**src/rtl/pipelined_carry_adder.sv**
```systemverilog
`default_nettype none
// ============================================================================
//  Module   : pipelined_carry_adder
//  Purpose  : WIDTH-bit adder split into NSEG ripple segments, one per stage,
//             with valid/ready handshake, carry-out and signed overflow.
//  Revision : 1.0  initial release
// ============================================================================
module pipelined_carry_adder #(
    parameter int WIDTH = 32,
    parameter int SEG_W = 8
) (
    input  logic             clk,
    input  logic             rst,
    input  logic             in_valid,
    output logic             in_ready,
    input  logic [WIDTH-1:0] a,
    input  logic [WIDTH-1:0] b,
    input  logic             cin,
    output logic             out_valid,
    input  logic             out_ready,
    output logic [WIDTH-1:0] sum,
    output logic             cout,
    output logic             ovf
);

    localparam int NSEG = WIDTH / SEG_W;

    logic             w_en;
    logic [NSEG-1:0]  w_vin;
    logic [NSEG-1:0]  w_cin;
    logic [NSEG-1:0]  w_vout;
    logic [NSEG-1:0]  w_cout;
    logic [WIDTH-1:0] w_ain  [NSEG];
    logic [WIDTH-1:0] w_bin  [NSEG];
    logic [WIDTH-1:0] w_sin  [NSEG];
    logic [WIDTH-1:0] w_sout [NSEG];
    logic             w_unused;

    // A stalled output freezes every stage, bubbles included.
    assign w_en      = !w_vout[NSEG-1] || out_ready;
    assign in_ready  = w_en;
    assign out_valid = w_vout[NSEG-1];
    assign sum       = w_sout[NSEG-1];
    assign cout      = w_cout[NSEG-1];

    // The last stage only consumes the low segment of its operand window.
    assign w_unused  = ^{w_ain[NSEG-1], w_bin[NSEG-1]};

    for (genvar k = 0; k < NSEG; k++) begin : g_stage
        logic             r_v;
        logic             r_c;
        logic [WIDTH-1:0] r_s;
        logic [SEG_W:0]   w_c;
        logic [SEG_W-1:0] w_ps;
        logic [WIDTH-1:0] w_snext;

        if (k == 0) begin : g_first
            assign w_ain[k] = a;
            assign w_bin[k] = b;
            assign w_sin[k] = '0;
            assign w_cin[k] = cin;
            assign w_vin[k] = in_valid && w_en;
        end else begin : g_chain
            assign w_sin[k] = w_sout[k-1];
            assign w_cin[k] = w_cout[k-1];
            assign w_vin[k] = w_vout[k-1];
        end

        assign w_c[0] = w_cin[k];
        for (genvar i = 0; i < SEG_W; i++) begin : g_bit
            assign w_ps[i]  = w_ain[k][i] ^ w_bin[k][i] ^ w_c[i];
            assign w_c[i+1] = (w_ain[k][i] & w_bin[k][i]) |
                              (w_c[i] & (w_ain[k][i] ^ w_bin[k][i]));
        end

        always_comb begin
            w_snext                    = w_sin[k];
            w_snext[k*SEG_W +: SEG_W]  = w_ps;
        end

        // Data only moves with a valid token so the output holds over bubbles.
        always_ff @(posedge clk or posedge rst) begin
            if (rst) begin
                r_v <= 1'b0;
                r_c <= 1'b0;
                r_s <= '0;
            end else if (w_en) begin
                r_v <= w_vin[k];
                if (w_vin[k]) begin
                    r_c <= w_c[SEG_W];
                    r_s <= w_snext;
                end
            end
        end

        assign w_vout[k] = r_v;
        assign w_cout[k] = r_c;
        assign w_sout[k] = r_s;

        if (k < NSEG - 1) begin : g_fwd
            logic [WIDTH-1:0] r_a;
            logic [WIDTH-1:0] r_b;

            // Operands shift down so the next stage always adds bits [SEG_W-1:0].
            always_ff @(posedge clk or posedge rst) begin
                if (rst) begin
                    r_a <= '0;
                    r_b <= '0;
                end else if (w_en && w_vin[k]) begin
                    r_a <= w_ain[k] >> SEG_W;
                    r_b <= w_bin[k] >> SEG_W;
                end
            end

            assign w_ain[k+1] = r_a;
            assign w_bin[k+1] = r_b;
        end else begin : g_last
            logic r_ovf;

            always_ff @(posedge clk or posedge rst) begin
                if (rst) begin
                    r_ovf <= 1'b0;
                end else if (w_en && w_vin[k]) begin
                    r_ovf <= w_c[SEG_W-1] ^ w_c[SEG_W];
                end
            end

            assign ovf = r_ovf;
        end
    end

endmodule
`default_nettype wire
```
**config.mk**
```make
export PLATFORM = sky130hd
export DESIGN_NAME = pipelined_carry_adder
export DESIGN_NICKNAME = d
export VERILOG_FILES = /design/src/rtl/pipelined_carry_adder.sv
export SDC_FILE = /design/constraint.sdc
export NUM_CORES = 1
export LEC_CHECK = 0
export ABC_AREA = 1
export CAP_MARGIN = 25
export CORE_ASPECT_RATIO = 0.7
export CORE_UTILIZATION = 54
export CTS_CLUSTER_DIAMETER = 80
export DETAILED_ROUTE_END_ITERATION = 16
export PLACE_DENSITY = 0.86
export SETUP_SLACK_MARGIN = 0.2
export SYNTH_ARGS = -nofsm -noshare
export SYNTH_HDL_FRONTEND = slang
export SYNTH_SLANG_ARGS = --single-unit
export TNS_END_PERCENT = 30
```
**constraint.sdc**
```tcl
create_clock -name clk -period 7.4 [get_ports clk]
set_input_delay 1.85 -clock clk [delete_from_list [all_inputs] [get_ports clk]]
set_output_delay 1.85 -clock clk [all_outputs]
set_load 0.005 [all_outputs]
```
======== Word-level counts from Yosys, hierarchy flattened ========
Cells that the tools add are included.
cells by class
  reduce and logical (&&, ||, !) cells .... 11
  bitwise gates (word level) .............. 161
operator list
  kind                 number
  XOR 1 bit            65
  bitwise AND 1 bit    64
  OR 1 bit             32
  AND reduction 2 bit  4
  logical AND 1 bit    5
  zero test 1 bit      1
  logical OR 1 bit     1
word-level totals
  output and inout port bits .............. 36
  word-level logic and storage cells ...... 191
  bits of input ports ..................... 69
  register bits ........................... 185

======== Logic depth before layout (Yosys ltp) ========
Gate-level depths: netlist (run 1).
  word-level depth ........................ 18
  depth in mapped cells ................... 16

======== Least setup slack after synthesis (run 1) ========
Ideal clock, no wire load.
  path kind ............................... input to register
  from .................................... input port a[0]
  to ...................................... register g_stage[0].r_s[7]
  setup time .............................. 0.065 ns
  slack ................................... 2.322 ns
  arrival time ............................ 5.013 ns
  buffers on the path ..................... 0
  required time ........................... 7.335 ns
  stages on the path ...................... 13
  cell sequence ........................... inv_1 fa_1 inv_1 fa_1 fa_1 fa_1 fa_1 fa_1 fa_1 inv_1 fa_1 nand3b_1 nand2_1
between the ends
  word-level cells in the longest chain between the ends .. 16
ends and longest elaborated chain
  what                    line  source
  start: declaration      16    input logic [WIDTH-1:0] a,
  XOR 1 bit               73    (w_c[i] & (w_ain[k][i] ^ w_bin[k][i]));
  bitwise AND 1 bit       73
  OR 1 bit (*)            72    assign w_c[i+1] = (w_ain[k][i] & w_bin[k][i]) |
  bitwise AND 1 bit (*)   73
  OR 1 bit (*)            72
  bitwise AND 1 bit (*)   73
  OR 1 bit (*)            72
  bitwise AND 1 bit (*)   73
  OR 1 bit (*)            72
  bitwise AND 1 bit (*)   73
  OR 1 bit (*)            72
  bitwise AND 1 bit (*)   73
  OR 1 bit (*)            72
  bitwise AND 1 bit (*)   73
  OR 1 bit (*)            72
  XOR 1 bit (*)           71    assign w_ps[i] = w_ain[k][i] ^ w_bin[k][i] ^ w_c[i];
  end signal: assignment  91    r_s <= w_snext;
  end: declaration        52    logic [WIDTH-1:0] r_s;
Every way passes the cells marked *; elsewhere a longest branch is shown, timed or not.
A chain may end at the register's enable or synchronous reset.

======== Worst setup path in the final report (run 1) ========
  from .................................... input port out_ready
  to ...................................... output port in_ready
between the ends
  word-level cells in the longest chain between the ends .. 1
ends and longest elaborated chain
  what                line  source
  start: declaration  20    input logic out_ready,
  logical OR 1 bit    40    assign w_en = !w_vout[NSEG-1] || out_ready;
  end: declaration    15    output logic in_ready,
No other way between the ends.

==> out/results.tsv, run 1 <==
metric	value	unit
outcome	completed	
grt_max_degree	124	
portBuffers	104	
clkPwrFrac	22.3	%
dp_slack	1666	ps
wl	17.08	mm
cts_tree	built	
clock-sinks	185	
fp-row-count	37	
place_congestion	0.7603	
cp-start-kind	input port	
synthFlopType	dfrtp_1	
fin_nets	1040	
hold_buffers	0	
overflow	0	
drt_pass1_iterations	8	
seqPwrFrac	44.4	%
critical_path_class	input port to primary output	
post_cts_buffers	0	
worst_pin_slew	989.9	ps
worst-path-max-fanout	123	
synthTopCellsByCount	nand2_1 (370), dfrtp_1 (185), nand3_1 (171)	
numCtsBuffers	17	
yosysTopAreaCellShare	56.94	%
via_per_inst	5.232	
switching_power	1.357	mW
rsz0062_at_grt	false	
min_period	5432	ps
placeableCoreArea	0.01472	mm²
grt_pass1_vias	5672	
syn_inst	866	
power.density	394.3	mW/mm²
hpwl	11.33	mm
cp.arrival	3580	ps
fin_skew	5.327	ps
die-area	0.01556	mm²
ir_drop	0.0001799	V
slew_headroom	34.01	%
end_kind	primary output	
yosysTopAreaCell	dfrtp_1	
critical_path_required	5550	ps
syn-num-nets	967	
fin_crit_sh	73.41	%
synth_seq_cells	185	
slew_violations	0	
antenna_found_initial	0	
netlist_area	0.008130	mm²
drv_cap	0	
postRouteAntennaNets	0	
fillerInstances	1139	
cts_htree_levels	4	
hp-class	flop to flop	
setup_tns	0	ps
max_clock_freq	0.1841	GHz
vias	5985	
area_growth	19.14	%
drt_iter0_drc	578	
ys_top_cells_by_area	dfrtp_1 (57%), nand2_1 (17%), nand3_1 (11%)	
root_buffer	clkbuf_16	
p_leak	5.008	nW
fp.dieH	104.7	µm
setup_violations	0	
ios	105	
drive_gt1_share	4.004	%
grt_usage	23.79	%
die_w	148.7	µm
clk_path_buf_depth	2	
setup_slack	1968	ps
clk_latency	430	ps
route.detailed.drc	0	
ys_types	15	
wl_per_cell	14.93	µm
ys_warn_count	0	
switching_share	35.53	%
ys_seq_area_share	56.94	%
hold_violations	0	
p_int	2.463	mW
syn_area_per_cell	9.388	µm²
p_comb_share	33.3	%
num_antenna_cells	0	
grt_first_pass_wirelength	28.77	mm
async_flop_share	100.0	%
synth_most_common_cell	nand2_1	
synth-edff-count	0	
initial_utilization	55.23	%
cts_resized	0	
path_clk_slew	60	ps
## state kept, by name (all words and copies together) (netlist names)
name,cells
g_stage.g_fwd.r_a,48
g_stage.g_fwd.r_b,48
g_stage.r_s,48
sum,32
g_stage.r_c,3
g_stage.r_v,3
cout,1
out_valid,1
ovf,1
## layer usage
| layer | vias to the layer above | GRT usage (%) | part of all wire, % |
|---|---|---|---|
| met5 | - | 0 | 0 |
| met4 | 0 | 5.596 | 0.91 |
| met3 | 16 | 5.066 | 5.4 |
| met2 | 196 | 33.74 | 44 |
| met1 | 2892 | 37.34 | 50 |
| li1 | 2881 | - | - |
## power groups by stage
stage | clock, mW | combinational (mW) | sequential (mW)
after floorplan | 0 | 0.878 | 1.62
after global placement | 0 | 1.21 | 1.68
after detailed placement | 0 | 1.26 | 1.70
after CTS | 0.861 | 1.28 | 1.69
after global routing | 0.905 | 1.45 | 1.74
final | 0.850 | 1.27 | 1.70
## path summary, 6_finish.rpt
path | depth (start not counted) | end | slack, ps | start
max in group asynchronous | 3 | g_stage[0].g_fwd.r_a[1] | 4560 | rst
hold / removal | 2 | sum[14] | 470 | sum[14]
setup reg to reg | 13 | sum[31] | 3390 | g_stage[2].r_c
min in group asynchronous | 2 | sum[26] | 1780 | rst
setup / recovery | 4 | in_ready | 1970 | out_ready
hold reg to reg | 2 | sum[14] | 470 | sum[14]
## final cells by class
class	instances	area (µm²)	area share [%]
Tap cell	195	244.0	2.519
Clock inverter	4	70.07	0.7233
Multi-Input combinational cell	590	3017	31.14
Sequential cell	185	4629	47.79
Inverter	32	125.1	1.292
Clock buffer	25	465.4	4.805
Timing Repair Buffer	113	1136	11.73
## kinds of logic (layout without fill, tap and decap cells)
kind of cell | count (synthesis) | in the layout | synth area share, %
compound gates | 2 | 2 | 0.1230
buf+inv | 91 | 174 | 6.063
fa+ha+maj | 32 | 32 | 7.879
simple gates | 556 | 556 | 28.99
flops | 185 | 185 | 56.94
## worst max-delay path, cell delays in order
cell	delay (ps)
clkdlybuf4s50_1	470
inv_2	70
nand2_8	460
clkdlybuf4s50_1	630
## placed cells by master (no fill, tap or decap), drive strengths merged
cell           synthesis  routed
clkdlybuf4s50          0     103
fa                    32      32
nand3b                11      11
nand3                171     171
clkbuf                 7      25
buf                   52      10
bufinv                 0       2
dfrtp                185     185
inv                   32      32
clkinv                 0       2
nand2                374     374
o21ai                  1       1
a21oi                  1       1
## stage by stage
step / power, mW / utilization [%] / instance area (µm²) / hold slack (ps) / cells
2_1_floorplan: 2.499 / - / 8130 / 441.9 / 866
3_3_place_gp: 2.889 / 61.84 / 9104 / 453.8 / 1113
3_5_place_dp: 2.965 / 62.03 / 9131 / 458.9 / 1114
4_1_cts: 3.832 / 65.66 / 9667 / 474.1 / 1143
5_1_grt: 4.102 / 65.80 / 9687 / 489.8 / 1144
6_report: 3.820 / 65.80 / 9687 / 469.8 / 1144
(Power assumes the default switching activity.)
==> inputs of run 2 (changes only) <==
CORE_UTILIZATION = 50   (was 54)
PLACE_DENSITY = 0.84   (was 0.86)
clock period = 4.6 ns   (was 7.4 ns; I/O delays follow)
==> run 2 against run 1 <==
Final area rose by 1.2%. Clock skew rose by 3.1 ps. Largest power group unchanged. Worst setup slack got worse by 1600 ps. Combinational power rose by 60%. First-iteration DRC count fell by 7.6%. Clock power rose by 78%. Global-route usage fell by 1.7 points. Register-to-register slack got worse by 2700 ps.
==> out/results.tsv, run 2 (same netlist as run 1, synthesis figures left out) <==
metric	value	unit	change
r2r_setup_slack	660	ps	-2730 ps
slew_violations	0		unchanged
numCtsBuffers	17		unchanged
num_antenna_cells	0		unchanged
antenna_found_initial	0		unchanged
min_period	4280	ps	
cts_tree	built		
setup_violations	0		unchanged
area_growth	20.58	%	
critical_path_required	4960	ps	-590 ps
clk_latency	420	ps	about the same
hpwl	11.06	mm	-2.4%
cp_common_cell	fa_2		
drt_iter0_drc	534		-7.6%
fin_skew	8.461	ps	+3.134 ps
route.detailed.drc	0		unchanged
final_area	0.009803	mm²	+1.2%
p_comb_share	32.4	%	-0.9 points
switching_power	2.226	mW	+64%
p_total	6.273	mW	+64%
fin_cells	1152		+0.70%
outcome	completed		
layout_commonest_cell	nand2_1		
hold_buffers	0		unchanged
rsz0062_at_grt	false		
via_per_inst	5.102		-2.5%
root_buffer	clkbuf_16		
overflow	0		unchanged
die-area	0.01678	mm²	+7.9%
vias	5878		-1.8%
fp-row-count	38		+2.7%
slowest_delay	450	ps	-180 ps
wl	16.96	mm	-0.72%
seqPwrFrac	43.5	%	-0.9 points
end_kind	flop		
worst-path-max-fanout	1		-99%
hold_path_depth	2		unchanged
portBuffers	104		unchanged
p_int	4.048	mW	+64%
switching_share	35.48	%	-0.047 points
place_congestion	0.7715		+1.5%
whs_endpoint	g_stage[0].g_fwd.r_a[7]		
place_inst	1119		+0.45%
r2r-end	sum[31]		
crit_path_cell_trace	clkdlybuf4s50_1, fa_2, fa_2, fa_2, fa_2, fa_2, fa_2, inv_2, fa_1, nand3b_1, nand2_1		
clock-sinks	185		unchanged
critical_path_class	input port to flop		
ios	105		unchanged
hp-class	flop to flop		
layout_common_cells	nand2_1 (370), dfrtp_1 (185), nand3_1 (171)		
cp.arrival	4640	ps	+1060 ps
drv_cap	0		unchanged
wl_per_cell	14.72	µm	-1.4%
r2r_start	g_stage[2].r_c		
die_w	154.4	µm	+3.9%
placeableCoreArea	0.01569	mm²	+6.6%
p_leak	5.050	nW	+0.85%
rr_worst_depth	13		unchanged
worst_pin_slew	1047	ps	+57.01 ps
slew_headroom	30.21	%	-3.8 points
hold_violations	0		unchanged
drive_gt1_share	6.197	%	+2.2 points
cp-start-kind	input port		
worst_path_max_delay_cell	clkdlybuf4s50_1		
clk_path_buf_depth	2		unchanged
grt_usage	22.06	%	-1.7 points
clkPwrFrac	24.1	%	+1.8 points
max_clock_freq	0.2336	GHz	
grt_pass1_vias	5663		-0.16%
grt_max_degree	137		+10%
fin_nets	1040		unchanged
power.density	639.9	mW/mm²	+62%
path_clk_slew	70	ps	about the same
drt_pass1_iterations	5		-3
worst_path_dominant_cell_family	adder cells		
min_from	g_stage[0].g_fwd.r_a[7]		
place_area	0.009141	mm²	+0.11%
ir_drop	0.0004140	V	+130%
cts_htree_levels	4		unchanged
largestRegisters	g_stage.g_fwd.r_a x48, g_stage.g_fwd.r_b x48, g_stage.r_s x48		
fin_crit_sh	93.05	%	
grt_first_pass_wirelength	28.72	mm	-0.17%
postRouteAntennaNets	0		unchanged
initial_utilization	51.82	%	-3.4 points
critPathBufInv	2		-1
fp.dieH	108.7	µm	+3.9%
[run 2: tightest hold or removal path, cell delays in order, from the launching register on]
cell and delay [ps]:
dfrtp_1 340, nand2_1 50, nand2_1 40
[run 2: power groups by stage]
stage / Clock (mW) / Combinational, mW / Sequential (mW)
CTS: 1.54 / 2.05 / 2.72
global placement: 0 / 1.95 / 2.71
detailed placement: 0 / 2.02 / 2.74
global route: 1.60 / 2.33 / 2.81
floorplan: 0 / 1.41 / 2.61
finish: 1.51 / 2.03 / 2.73
[run 2: what timing repair did]
action                                 4_1_cts  5_1_grt
buffers inserted                             0        0
pin swaps                                    1        9
gates resized for setup                      5       10
endpoints found under the hold margin        0        0
setup endpoints to repair                    1        1
[run 2: per-stage QoR]
step	TNS (ps)	hold slack [ps]	util, %	setup WS (ps)
global placement	-320.6	452.9	58.26	-302.9
detailed placement	-535.9	458.8	58.26	-446.8
CTS	0	475.8	62.27	239.2
global route	0	482.7	62.48	242.6
finish	0	472.1	62.48	319.8
floorplan	0	441.9	-	222.4
[run 2: worst max path at each step]
stage	from	endpoint	slack, ps	cells past startpoint
final	a[1]	g_stage[0].r_s[7]	320	11
after global routing	a[1]	g_stage[0].r_s[7]	240	11
after CTS	b[0]	g_stage[0].r_s[7]	240	14
after detailed placement	b[0]	g_stage[0].r_s[7]	-450	14
after global placement	a[0]	g_stage[0].r_s[7]	-300	14
after floorplan	a[0]	g_stage[0].r_s[7]	220	13
[run 2: per-layer routing]
layer	routed length, µm	GRT usage (%)
met5	0	0
met4	149	5.021
met2	7178	31.45
met3	906	4.253
met1	8724	34.83
[run 2: final cells by class]
| cell class | count | area, µm² |
|---|---|---|
| fill | 1299 | 5887 |
| multi-input combinational | 590 | 3034 |
| sequential | 185 | 4629 |
| clock buffer | 20 | 456.7 |
| clock inverter | 12 | 160.2 |
| inverter | 32 | 123.9 |
| tap | 200 | 250.2 |
| timing repair buffer | 113 | 1149 |
